--- config.mk ---
export PLATFORM = sky130hd
export DESIGN_NAME = rop_dcr_commit
export DESIGN_NICKNAME = d
export VERILOG_FILES = /design/src/rtl/rop_types.sv /design/src/rtl/rop_dcr_decode.sv /design/src/rtl/rop_dcr_commit.sv
export SDC_FILE = /design/constraint.sdc
export NUM_CORES = 1
export LEC_CHECK = 0
export CELL_PAD_IN_SITES_DETAIL_PLACEMENT = 0
export CELL_PAD_IN_SITES_GLOBAL_PLACEMENT = 1
export CORE_UTILIZATION = 42
export DETAILED_ROUTE_END_ITERATION = 8
export PLACE_DENSITY = 0.78
export SLEW_MARGIN = 25
export SYNTH_ARGS = -nofsm -noshare
export SYNTH_HDL_FRONTEND = slang
export SYNTH_HIERARCHICAL = 1
export SYNTH_SLANG_ARGS = --single-unit
--- constraint.sdc ---
create_clock -name clk -period 17.65 [get_ports clk]
set_input_delay 3.53 -clock clk [delete_from_list [all_inputs] [get_ports clk]]
set_output_delay 3.53 -clock clk [all_outputs]
set_load 0.005 [all_outputs]
--- src/rtl/rop_types.sv ---
// Shared ROP DCR types: active/staging state layout, register indices, reset value.
package rop_types;

  localparam int ROP_FUNC_BITS  = 3;
  localparam int ROP_OP_BITS    = 3;
  localparam int ROP_MODE_BITS  = 3;
  localparam int ROP_BLEND_BITS = 4;
  localparam int ROP_LOGIC_BITS = 4;

  typedef struct packed {
    logic [31:0]               cbuf_addr;
    logic [31:0]               cbuf_pitch;
    logic [31:0]               cbuf_mask;
    logic [31:0]               zbuf_addr;
    logic [31:0]               zbuf_pitch;
    logic [ROP_FUNC_BITS-1:0]  depth_func;
    logic                      depth_writemask;
    logic [ROP_FUNC_BITS-1:0]  stencil_front_func;
    logic [ROP_FUNC_BITS-1:0]  stencil_back_func;
    logic [ROP_OP_BITS-1:0]    stencil_front_zpass;
    logic [ROP_OP_BITS-1:0]    stencil_back_zpass;
    logic [ROP_OP_BITS-1:0]    stencil_front_zfail;
    logic [ROP_OP_BITS-1:0]    stencil_back_zfail;
    logic [ROP_OP_BITS-1:0]    stencil_front_fail;
    logic [ROP_OP_BITS-1:0]    stencil_back_fail;
    logic [7:0]                stencil_front_ref;
    logic [7:0]                stencil_back_ref;
    logic [7:0]                stencil_front_mask;
    logic [7:0]                stencil_back_mask;
    logic [ROP_MODE_BITS-1:0]  blend_mode_rgb;
    logic [ROP_MODE_BITS-1:0]  blend_mode_a;
    logic [ROP_BLEND_BITS-1:0] blend_src_rgb;
    logic [ROP_BLEND_BITS-1:0] blend_src_a;
    logic [ROP_BLEND_BITS-1:0] blend_dst_rgb;
    logic [ROP_BLEND_BITS-1:0] blend_dst_a;
    logic [31:0]               blend_const;
    logic [ROP_LOGIC_BITS-1:0] logic_op;
  } rop_dcrs_t;

  typedef enum logic [1:0] {
    ST_IDLE,
    ST_DRAIN,
    ST_DONE
  } commit_state_t;

  localparam logic [4:0] ROP_DCR_CBUF_ADDR     = 5'h00;
  localparam logic [4:0] ROP_DCR_CBUF_PITCH    = 5'h01;
  localparam logic [4:0] ROP_DCR_CBUF_MASK     = 5'h02;
  localparam logic [4:0] ROP_DCR_ZBUF_ADDR     = 5'h03;
  localparam logic [4:0] ROP_DCR_ZBUF_PITCH    = 5'h04;
  localparam logic [4:0] ROP_DCR_DEPTH_FUNC    = 5'h05;
  localparam logic [4:0] ROP_DCR_DEPTH_MASK    = 5'h06;
  localparam logic [4:0] ROP_DCR_STENCIL_FUNC  = 5'h07;
  localparam logic [4:0] ROP_DCR_STENCIL_ZPASS = 5'h08;
  localparam logic [4:0] ROP_DCR_STENCIL_ZFAIL = 5'h09;
  localparam logic [4:0] ROP_DCR_STENCIL_FAIL  = 5'h0A;
  localparam logic [4:0] ROP_DCR_STENCIL_REF   = 5'h0B;
  localparam logic [4:0] ROP_DCR_STENCIL_MASK  = 5'h0C;
  localparam logic [4:0] ROP_DCR_BLEND_MODE    = 5'h0D;
  localparam logic [4:0] ROP_DCR_BLEND_FUNC    = 5'h0E;
  localparam logic [4:0] ROP_DCR_BLEND_CONST   = 5'h0F;
  localparam logic [4:0] ROP_DCR_LOGIC_OP      = 5'h10;
  localparam logic [4:0] ROP_DCR_COMMIT        = 5'h11;
  localparam int         ROP_DCR_COUNT         = 18;

  function automatic rop_dcrs_t rop_dcrs_reset();
    rop_dcrs_t r;
    r = '0;
    r.cbuf_mask          = 32'hFFFF_FFFF;
    r.stencil_front_mask = 8'hFF;
    r.stencil_back_mask  = 8'hFF;
    return r;
  endfunction

  localparam rop_dcrs_t ROP_DCRS_RESET = rop_dcrs_reset();

  // Inverse of the write decode: register image of one index, unused bits 0.
  function automatic logic [31:0] rop_dcr_pack(
    input rop_dcrs_t  d,
    input logic [4:0] idx
  );
    logic [31:0] w;
    w = '0;
    case (idx)
      ROP_DCR_CBUF_ADDR:  w = d.cbuf_addr;
      ROP_DCR_CBUF_PITCH: w = d.cbuf_pitch;
      ROP_DCR_CBUF_MASK:  w = d.cbuf_mask;
      ROP_DCR_ZBUF_ADDR:  w = d.zbuf_addr;
      ROP_DCR_ZBUF_PITCH: w = d.zbuf_pitch;
      ROP_DCR_DEPTH_FUNC: w[0+:ROP_FUNC_BITS] = d.depth_func;
      ROP_DCR_DEPTH_MASK: w[0] = d.depth_writemask;
      ROP_DCR_STENCIL_FUNC: begin
        w[0+:ROP_FUNC_BITS]  = d.stencil_front_func;
        w[16+:ROP_FUNC_BITS] = d.stencil_back_func;
      end
      ROP_DCR_STENCIL_ZPASS: begin
        w[0+:ROP_OP_BITS]  = d.stencil_front_zpass;
        w[16+:ROP_OP_BITS] = d.stencil_back_zpass;
      end
      ROP_DCR_STENCIL_ZFAIL: begin
        w[0+:ROP_OP_BITS]  = d.stencil_front_zfail;
        w[16+:ROP_OP_BITS] = d.stencil_back_zfail;
      end
      ROP_DCR_STENCIL_FAIL: begin
        w[0+:ROP_OP_BITS]  = d.stencil_front_fail;
        w[16+:ROP_OP_BITS] = d.stencil_back_fail;
      end
      ROP_DCR_STENCIL_REF: begin
        w[7:0]   = d.stencil_front_ref;
        w[23:16] = d.stencil_back_ref;
      end
      ROP_DCR_STENCIL_MASK: begin
        w[7:0]   = d.stencil_front_mask;
        w[23:16] = d.stencil_back_mask;
      end
      ROP_DCR_BLEND_MODE: begin
        w[0+:ROP_MODE_BITS]  = d.blend_mode_rgb;
        w[16+:ROP_MODE_BITS] = d.blend_mode_a;
      end
      ROP_DCR_BLEND_FUNC: begin
        w[0+:ROP_BLEND_BITS]  = d.blend_src_rgb;
        w[8+:ROP_BLEND_BITS]  = d.blend_src_a;
        w[16+:ROP_BLEND_BITS] = d.blend_dst_rgb;
        w[24+:ROP_BLEND_BITS] = d.blend_dst_a;
      end
      ROP_DCR_BLEND_CONST: w = d.blend_const;
      ROP_DCR_LOGIC_OP:    w[0+:ROP_LOGIC_BITS] = d.logic_op;
      default:             w = '0;
    endcase
    return w;
  endfunction

endpackage

--- src/rtl/rop_dcr_decode.sv ---
// Applies one DCR write (index, data) to a ROP state copy.
// Indices outside the register map (including COMMIT) leave the copy unchanged.
module rop_dcr_decode
  import rop_types::*;
(
  input  rop_dcrs_t   cur,
  input  logic [4:0]  idx,
  input  logic [31:0] data,
  output rop_dcrs_t   next
);

  localparam int F = ROP_FUNC_BITS;
  localparam int S = ROP_OP_BITS;
  localparam int M = ROP_MODE_BITS;
  localparam int B = ROP_BLEND_BITS;
  localparam int L = ROP_LOGIC_BITS;

  always_comb begin
    next = cur;
    case (idx)
      ROP_DCR_CBUF_ADDR:  next.cbuf_addr  = data;
      ROP_DCR_CBUF_PITCH: next.cbuf_pitch = data;
      ROP_DCR_CBUF_MASK:  next.cbuf_mask  = data;
      ROP_DCR_ZBUF_ADDR:  next.zbuf_addr  = data;
      ROP_DCR_ZBUF_PITCH: next.zbuf_pitch = data;
      ROP_DCR_DEPTH_FUNC: next.depth_func = data[0+:F];
      ROP_DCR_DEPTH_MASK: next.depth_writemask = data[0];
      ROP_DCR_STENCIL_FUNC: begin
        next.stencil_front_func = data[0+:F];
        next.stencil_back_func  = data[16+:F];
      end
      ROP_DCR_STENCIL_ZPASS: begin
        next.stencil_front_zpass = data[0+:S];
        next.stencil_back_zpass  = data[16+:S];
      end
      ROP_DCR_STENCIL_ZFAIL: begin
        next.stencil_front_zfail = data[0+:S];
        next.stencil_back_zfail  = data[16+:S];
      end
      ROP_DCR_STENCIL_FAIL: begin
        next.stencil_front_fail = data[0+:S];
        next.stencil_back_fail  = data[16+:S];
      end
      ROP_DCR_STENCIL_REF: begin
        next.stencil_front_ref = data[7:0];
        next.stencil_back_ref  = data[23:16];
      end
      ROP_DCR_STENCIL_MASK: begin
        next.stencil_front_mask = data[7:0];
        next.stencil_back_mask  = data[23:16];
      end
      ROP_DCR_BLEND_MODE: begin
        next.blend_mode_rgb = data[0+:M];
        next.blend_mode_a   = data[16+:M];
      end
      ROP_DCR_BLEND_FUNC: begin
        next.blend_src_rgb = data[0+:B];
        next.blend_src_a   = data[8+:B];
        next.blend_dst_rgb = data[16+:B];
        next.blend_dst_a   = data[24+:B];
      end
      ROP_DCR_BLEND_CONST: next.blend_const = data;
      ROP_DCR_LOGIC_OP:    next.logic_op    = data[0+:L];
      default: ;
    endcase
  end

endmodule

--- src/rtl/rop_dcr_commit.sv ---
// ROP DCR staging/active copies with drain-then-commit FSM.
// Optional staging readback port when ROP_DCR_READBACK_EN is defined.
module rop_dcr_commit
  import rop_types::*;
#(
  parameter int                         DCR_ADDR_BITS = 12,
  parameter logic [DCR_ADDR_BITS-1:0]   DCR_BASE      = 'h100
) (
  input  logic                     clk,
  input  logic                     reset,
  input  logic                     dcr_wr_valid,
  output logic                     dcr_wr_ready,
  input  logic [DCR_ADDR_BITS-1:0] dcr_wr_addr,
  input  logic [31:0]              dcr_wr_data,
  input  logic                     rop_busy,
  output logic                     rop_stall,
  output logic                     commit_done,
`ifdef ROP_DCR_READBACK_EN
  input  logic                     dcr_rd_valid,
  input  logic [DCR_ADDR_BITS-1:0] dcr_rd_addr,
  output logic [31:0]              dcr_rd_data,
`endif
  output rop_dcrs_t                dcrs
);

  localparam logic [DCR_ADDR_BITS-1:0] COUNT =
    DCR_ADDR_BITS'(ROP_DCR_COUNT);
  localparam logic [DCR_ADDR_BITS-1:0] COMMIT =
    DCR_ADDR_BITS'(ROP_DCR_COMMIT);

  commit_state_t            state;
  rop_dcrs_t                staging;
  rop_dcrs_t                staging_next;
  logic [DCR_ADDR_BITS-1:0] wr_idx;
  logic                     wr_fire;
  logic                     wr_hit;
  logic                     commit_fire;

  // Addresses below the base wrap to large indices and fall out of range.
  assign wr_idx      = dcr_wr_addr - DCR_BASE;
  assign wr_fire     = dcr_wr_valid & dcr_wr_ready;
  assign wr_hit      = wr_fire & (wr_idx < COUNT);
  assign commit_fire = wr_fire & (wr_idx == COMMIT);

  rop_dcr_decode u_decode (
    .cur  (staging),
    .idx  (wr_idx[4:0]),
    .data (dcr_wr_data),
    .next (staging_next)
  );

  always_ff @(posedge clk or posedge reset) begin
    if (reset) begin
      state        <= ST_IDLE;
      rop_stall    <= 1'b0;
      dcr_wr_ready <= 1'b1;
      commit_done  <= 1'b0;
      staging      <= ROP_DCRS_RESET;
      dcrs         <= ROP_DCRS_RESET;
    end else begin
      commit_done <= 1'b0;
      if (wr_hit) begin
        staging <= staging_next;
      end
      unique case (state)
        ST_IDLE, ST_DONE: begin
          if (commit_fire) begin
            state        <= ST_DRAIN;
            rop_stall    <= 1'b1;
            dcr_wr_ready <= 1'b0;
          end else begin
            state <= ST_IDLE;
          end
        end
        ST_DRAIN: begin
          // Writes are back-pressured here, so staging is stable.
          if (!rop_busy) begin
            dcrs         <= staging;
            state        <= ST_DONE;
            rop_stall    <= 1'b0;
            dcr_wr_ready <= 1'b1;
            commit_done  <= 1'b1;
          end
        end
        default: begin
          state        <= ST_IDLE;
          rop_stall    <= 1'b0;
          dcr_wr_ready <= 1'b1;
        end
      endcase
    end
  end

`ifdef ROP_DCR_READBACK_EN
  logic [DCR_ADDR_BITS-1:0] rd_idx;

  assign rd_idx = dcr_rd_addr - DCR_BASE;

  always_ff @(posedge clk or posedge reset) begin
    if (reset) begin
      dcr_rd_data <= '0;
    end else if (dcr_rd_valid) begin
      dcr_rd_data <= (rd_idx < COUNT) ?
        rop_dcr_pack(staging, rd_idx[4:0]) : 32'h0;
    end
  end
`endif

endmodule

==> results.txt <==
Entering global routing, the biggest net connects 180 pins. The clock period minus worst slack is 6.416 ns. Of all cell types, the one taking the most synthesized area is sky130_fd_sc_hd__dfrtp_1. The share of synthesized area occupied by flip-flops and latches is between 50% and 60%. After layout, the worst path uses a little over a third of the clock period. The first-pass GRT wire length came out at approximately 91 mm.

The H-tree level count is 2. Dividing total power by cell area gives a power density of between 80 and 90 mW/mm^2. The largest buffer count on any clock path is 3.

The layout overhead on the synthesized area came out at 24.45%. The number of unique standard cell types used by synthesis is 33. Counting flops with a built-in enable in the synthesized netlist gives 0.

Ranked by total cell area, the synthesized netlist is headed by sky130_fd_sc_hd__dfrtp_1 (47%), sky130_fd_sc_hd__mux2_2 (29%), sky130_fd_sc_hd__dfstp_2 (10%). For this design the top-level I/O count stands at around 330. The number of remaining DRC errors is 0. The fraction of final layout cells with drive strength greater than 1 came out at between 40 and 50%.

Hold is met by between 0.5 and 0.6 ns. After clock tree synthesis, the repair step resized 0 gates. The data required time at the worst endpoint is between 15 and 20 ns. The share of flip-flops with an asynchronous set or reset is between 90% and 100%. Clock latency on the worst-skew pair, taken at its later pin, is 0.62 ns.

The number of global-route vias before repair came out at about 15000. The highest attainable clock frequency is ~0.16 GHz. The total clock sinks came out at between 500 and 600. STA classifies the critical path startpoint as an input port. The final cell count without fillers came out at between 2000 and 3000.

The count of nets left with antenna violations once routing finished came out at 0. The area inside the core boundary came out at 0.05759 sq mm. The synthesized design contains 561 register bits. The cell area after placement is about 0.028 sq mm. Detailed placement ended at an HPWL of roughly 37 mm. The area of all placed cells without fillers came out at between 0.03 and 0.04 sq mm.

The detailed router finished its first iteration with ~610 violations. The tree is rooted in a sky130_fd_sc_hd__clkbuf_16. The number of nets in the synthesized netlist came out at 1583. The critical path is of the in -> reg type. The critical path capture point type is a flop.

The site row count is between 80 and 90. The count of final hold-check violations is 0. The die covers roughly 0.06 sq mm. In this run the static leakage power is between 10 and 15 nW. After detailed routing, the average wire length per cell comes to between 20 and 25 microns. Each instance of the synthesized netlist takes up on average about 16 sq um. Data arrives at the worst endpoint at 6.91 ns. The number of buffer cells added on primary ports came out at approximately 330. The flow ran to the end, and the final reports show no timing, DRC or antenna violations. The number of instances in the placed design came out at 2551.

The first detailed-routing pass took 4 iterations. The initial cell density of the core came out at between 40% and 50%. Max-cap violations in this run came to 0. Yosys printed 6 warnings. The initial antenna violation count came out at 2.

Across the VDD grid, the largest voltage drop is about 0.066 mV. The netlist area before placement is around 0.024 sq mm. For the pin with the worst max-slew slack, the measured transition is between 1 and 1.5 ns. The total global-route track usage came out at roughly a fifth. For the final database, setup skew stands at approximately 0.012 ns. The number of setup violations in the final report is 0. The sequential cell area is between 0.01 and 0.015 sq mm. The count of hold-fix buffers inserted at cts came out at 0. The weighted congestion at the end of routability-driven global placement is between 0.7 and 0.8.

The total via count after detailed routing is 13820. The net total in the final layout came out at ~1900. The largest driver fanout on the critical path came out at 76. The worst pin sits at a relative slew slack of about a third. Measured along the y axis, the die boundary spans between 200 and 250 microns.

The number of buffers inserted by post-CTS setup repair came out at 0. The top cell type's share of synthesized area is between 40% and 50%. The number of pins exceeding their max-slew limit in the final report came out at 0. The total overflow reported by the global router is 0. Among all flip-flop cells after synthesis, the most frequent one is sky130_fd_sc_hd__dfrtp_1. TritonCTS built the clock tree. Setup repair after global routing left no endpoint under its margin.

Summing all multi-input logic gate instances after layout gives roughly 0.0098 sq mm. The routed wire length is between 50 and 60 mm. The mean number of vias per cell came out at about 5.2. Synthesis handed over a netlist of ~1500 instances. The path class of the tightest hold or removal check is reg -> reg. The final-layout fill cell count is roughly 4700.

The overall power of the completed layout came out at about 2.6 mW. The die span in x came out at between 200 and 250 microns. The clock-pin slew on the worst setup and hold paths is ~0.060 ns. The accumulated negative setup slack came out at 0 ns.

The number of buffers added by the clock tree synthesis step came out at 60.
routing by layer:
layer / vias up / part of all wire, % / track usage (%)
li1: 6175 / - / -
met1: 7297 / 42 / 25.34
met2: 270 / 50 / 33.84
met3: 80 / 5.6 / 4.891
met4: 2 / 2.4 / 5.753
met5: - / 0.022 / 0
power breakdown:
part | internal (mW) | total, mW | switching [mW]
sequential | 1.29 | 1.29 | 0.00112
combinational | 0.0247 | 0.0807 | 0.0560
clock | 0.746 | 1.26 | 0.517
per-stage QoR:
stage	utilization, %	worst slack [ns]
final	52.88	11.23
after detailed placement	49.22	10.36
after floorplan	-	6.561
after global placement	49.17	10.39
after CTS	52.72	11.02
after global routing	52.88	11.10
flip-flops by register name, summed over array words and instances (netlist names):
| name | count |
|---|---|
| state | 2 |
| commit_done | 1 |
| staging | 278 |
| rop_stall | 1 |
| dcrs | 278 |
| dcr_wr_ready | 1 |
Yosys cell counts, types with 2 or more instances:
library cell	n
sky130_fd_sc_hd__mux2_2	623
sky130_fd_sc_hd__inv_1	3
sky130_fd_sc_hd__dfstp_2	97
sky130_fd_sc_hd__nor2b_1	2
sky130_fd_sc_hd__buf_4	44
sky130_fd_sc_hd__clkbuf_1	6
sky130_fd_sc_hd__buf_6	2
sky130_fd_sc_hd__buf_1	6
sky130_fd_sc_hd__nand3b_1	4
sky130_fd_sc_hd__nor2_1	5
sky130_fd_sc_hd__o21ai_0	2
sky130_fd_sc_hd__buf_2	36
sky130_fd_sc_hd__dfrtp_1	464
sky130_fd_sc_hd__nand2_1	5
sky130_fd_sc_hd__and3_1	2
sky130_fd_sc_hd__nor3_2	3
sky130_fd_sc_hd__nor3_1	3
sky130_fd_sc_hd__nand3_1	3
sky130_fd_sc_hd__mux2_1	211
path summary, 6_finish.rpt:
check | from | to | slack [ns] | cells past startpoint
max | rop_busy | dcrs[157] | 11.23 | 6
min | dcrs[55] | dcrs[55] | 0.50 | 1
max reg2reg | state[0] | dcrs[157] | 14.10 | 6
min reg2reg | dcrs[55] | dcrs[55] | 0.50 | 1
max in group asynchronous | reset | staging[58] | 11.94 | 6
min in group asynchronous | reset | dcrs[226] | 3.45 | 3
layout by cell type, fill, tap and decap left out, types with 4 or more instances in the layout:
cell and count:
sky130_fd_sc_hd__clkdlybuf4s50_1 326, sky130_fd_sc_hd__nor2_1 4, sky130_fd_sc_hd__mux2_1 211, sky130_fd_sc_hd__nand3b_1 4
sky130_fd_sc_hd__buf_4 9, sky130_fd_sc_hd__dfrtp_1 464, sky130_fd_sc_hd__clkbuf_1 13, sky130_fd_sc_hd__clkinv_2 12
sky130_fd_sc_hd__dfstp_2 97, sky130_fd_sc_hd__mux2_2 623, sky130_fd_sc_hd__clkbuf_16 61, sky130_fd_sc_hd__clkbuf_8 20
sky130_fd_sc_hd__buf_6 5
cell families (layout without fill, tap and decap cells):
kind of cell,Yosys count,after routing,synth area share (%)
buffers and inverters,97,464,2.408
AOI/OAI and AO/OA,6,6,0.1943
other,0,1,0
and+or+nand+nor,37,37,1.150
muxes,834,834,38.38
DFF,561,561,57.87
layout make-up:
cell class	instances	area share (%)
Sequential cell	561	46.50
Multi-Input combinational cell	877	32.07
Timing Repair Buffer	348	11.62
Clock buffer	94	6.077
Tap cell	765	3.143
Clock inverter	19	0.5300
Inverter	3	0.04930
Antenna cell	1	0.008217
critical path, cell delays in order:
cell and delay (ns):
sky130_fd_sc_hd__clkdlybuf4s50_1 0.48, sky130_fd_sc_hd__nor3_4 0.13, sky130_fd_sc_hd__buf_4 0.66, sky130_fd_sc_hd__buf_4 0.86, sky130_fd_sc_hd__buf_6 0.67, sky130_fd_sc_hd__mux2_2 0.42
Note: power is estimated with default switching activity, not from simulation.
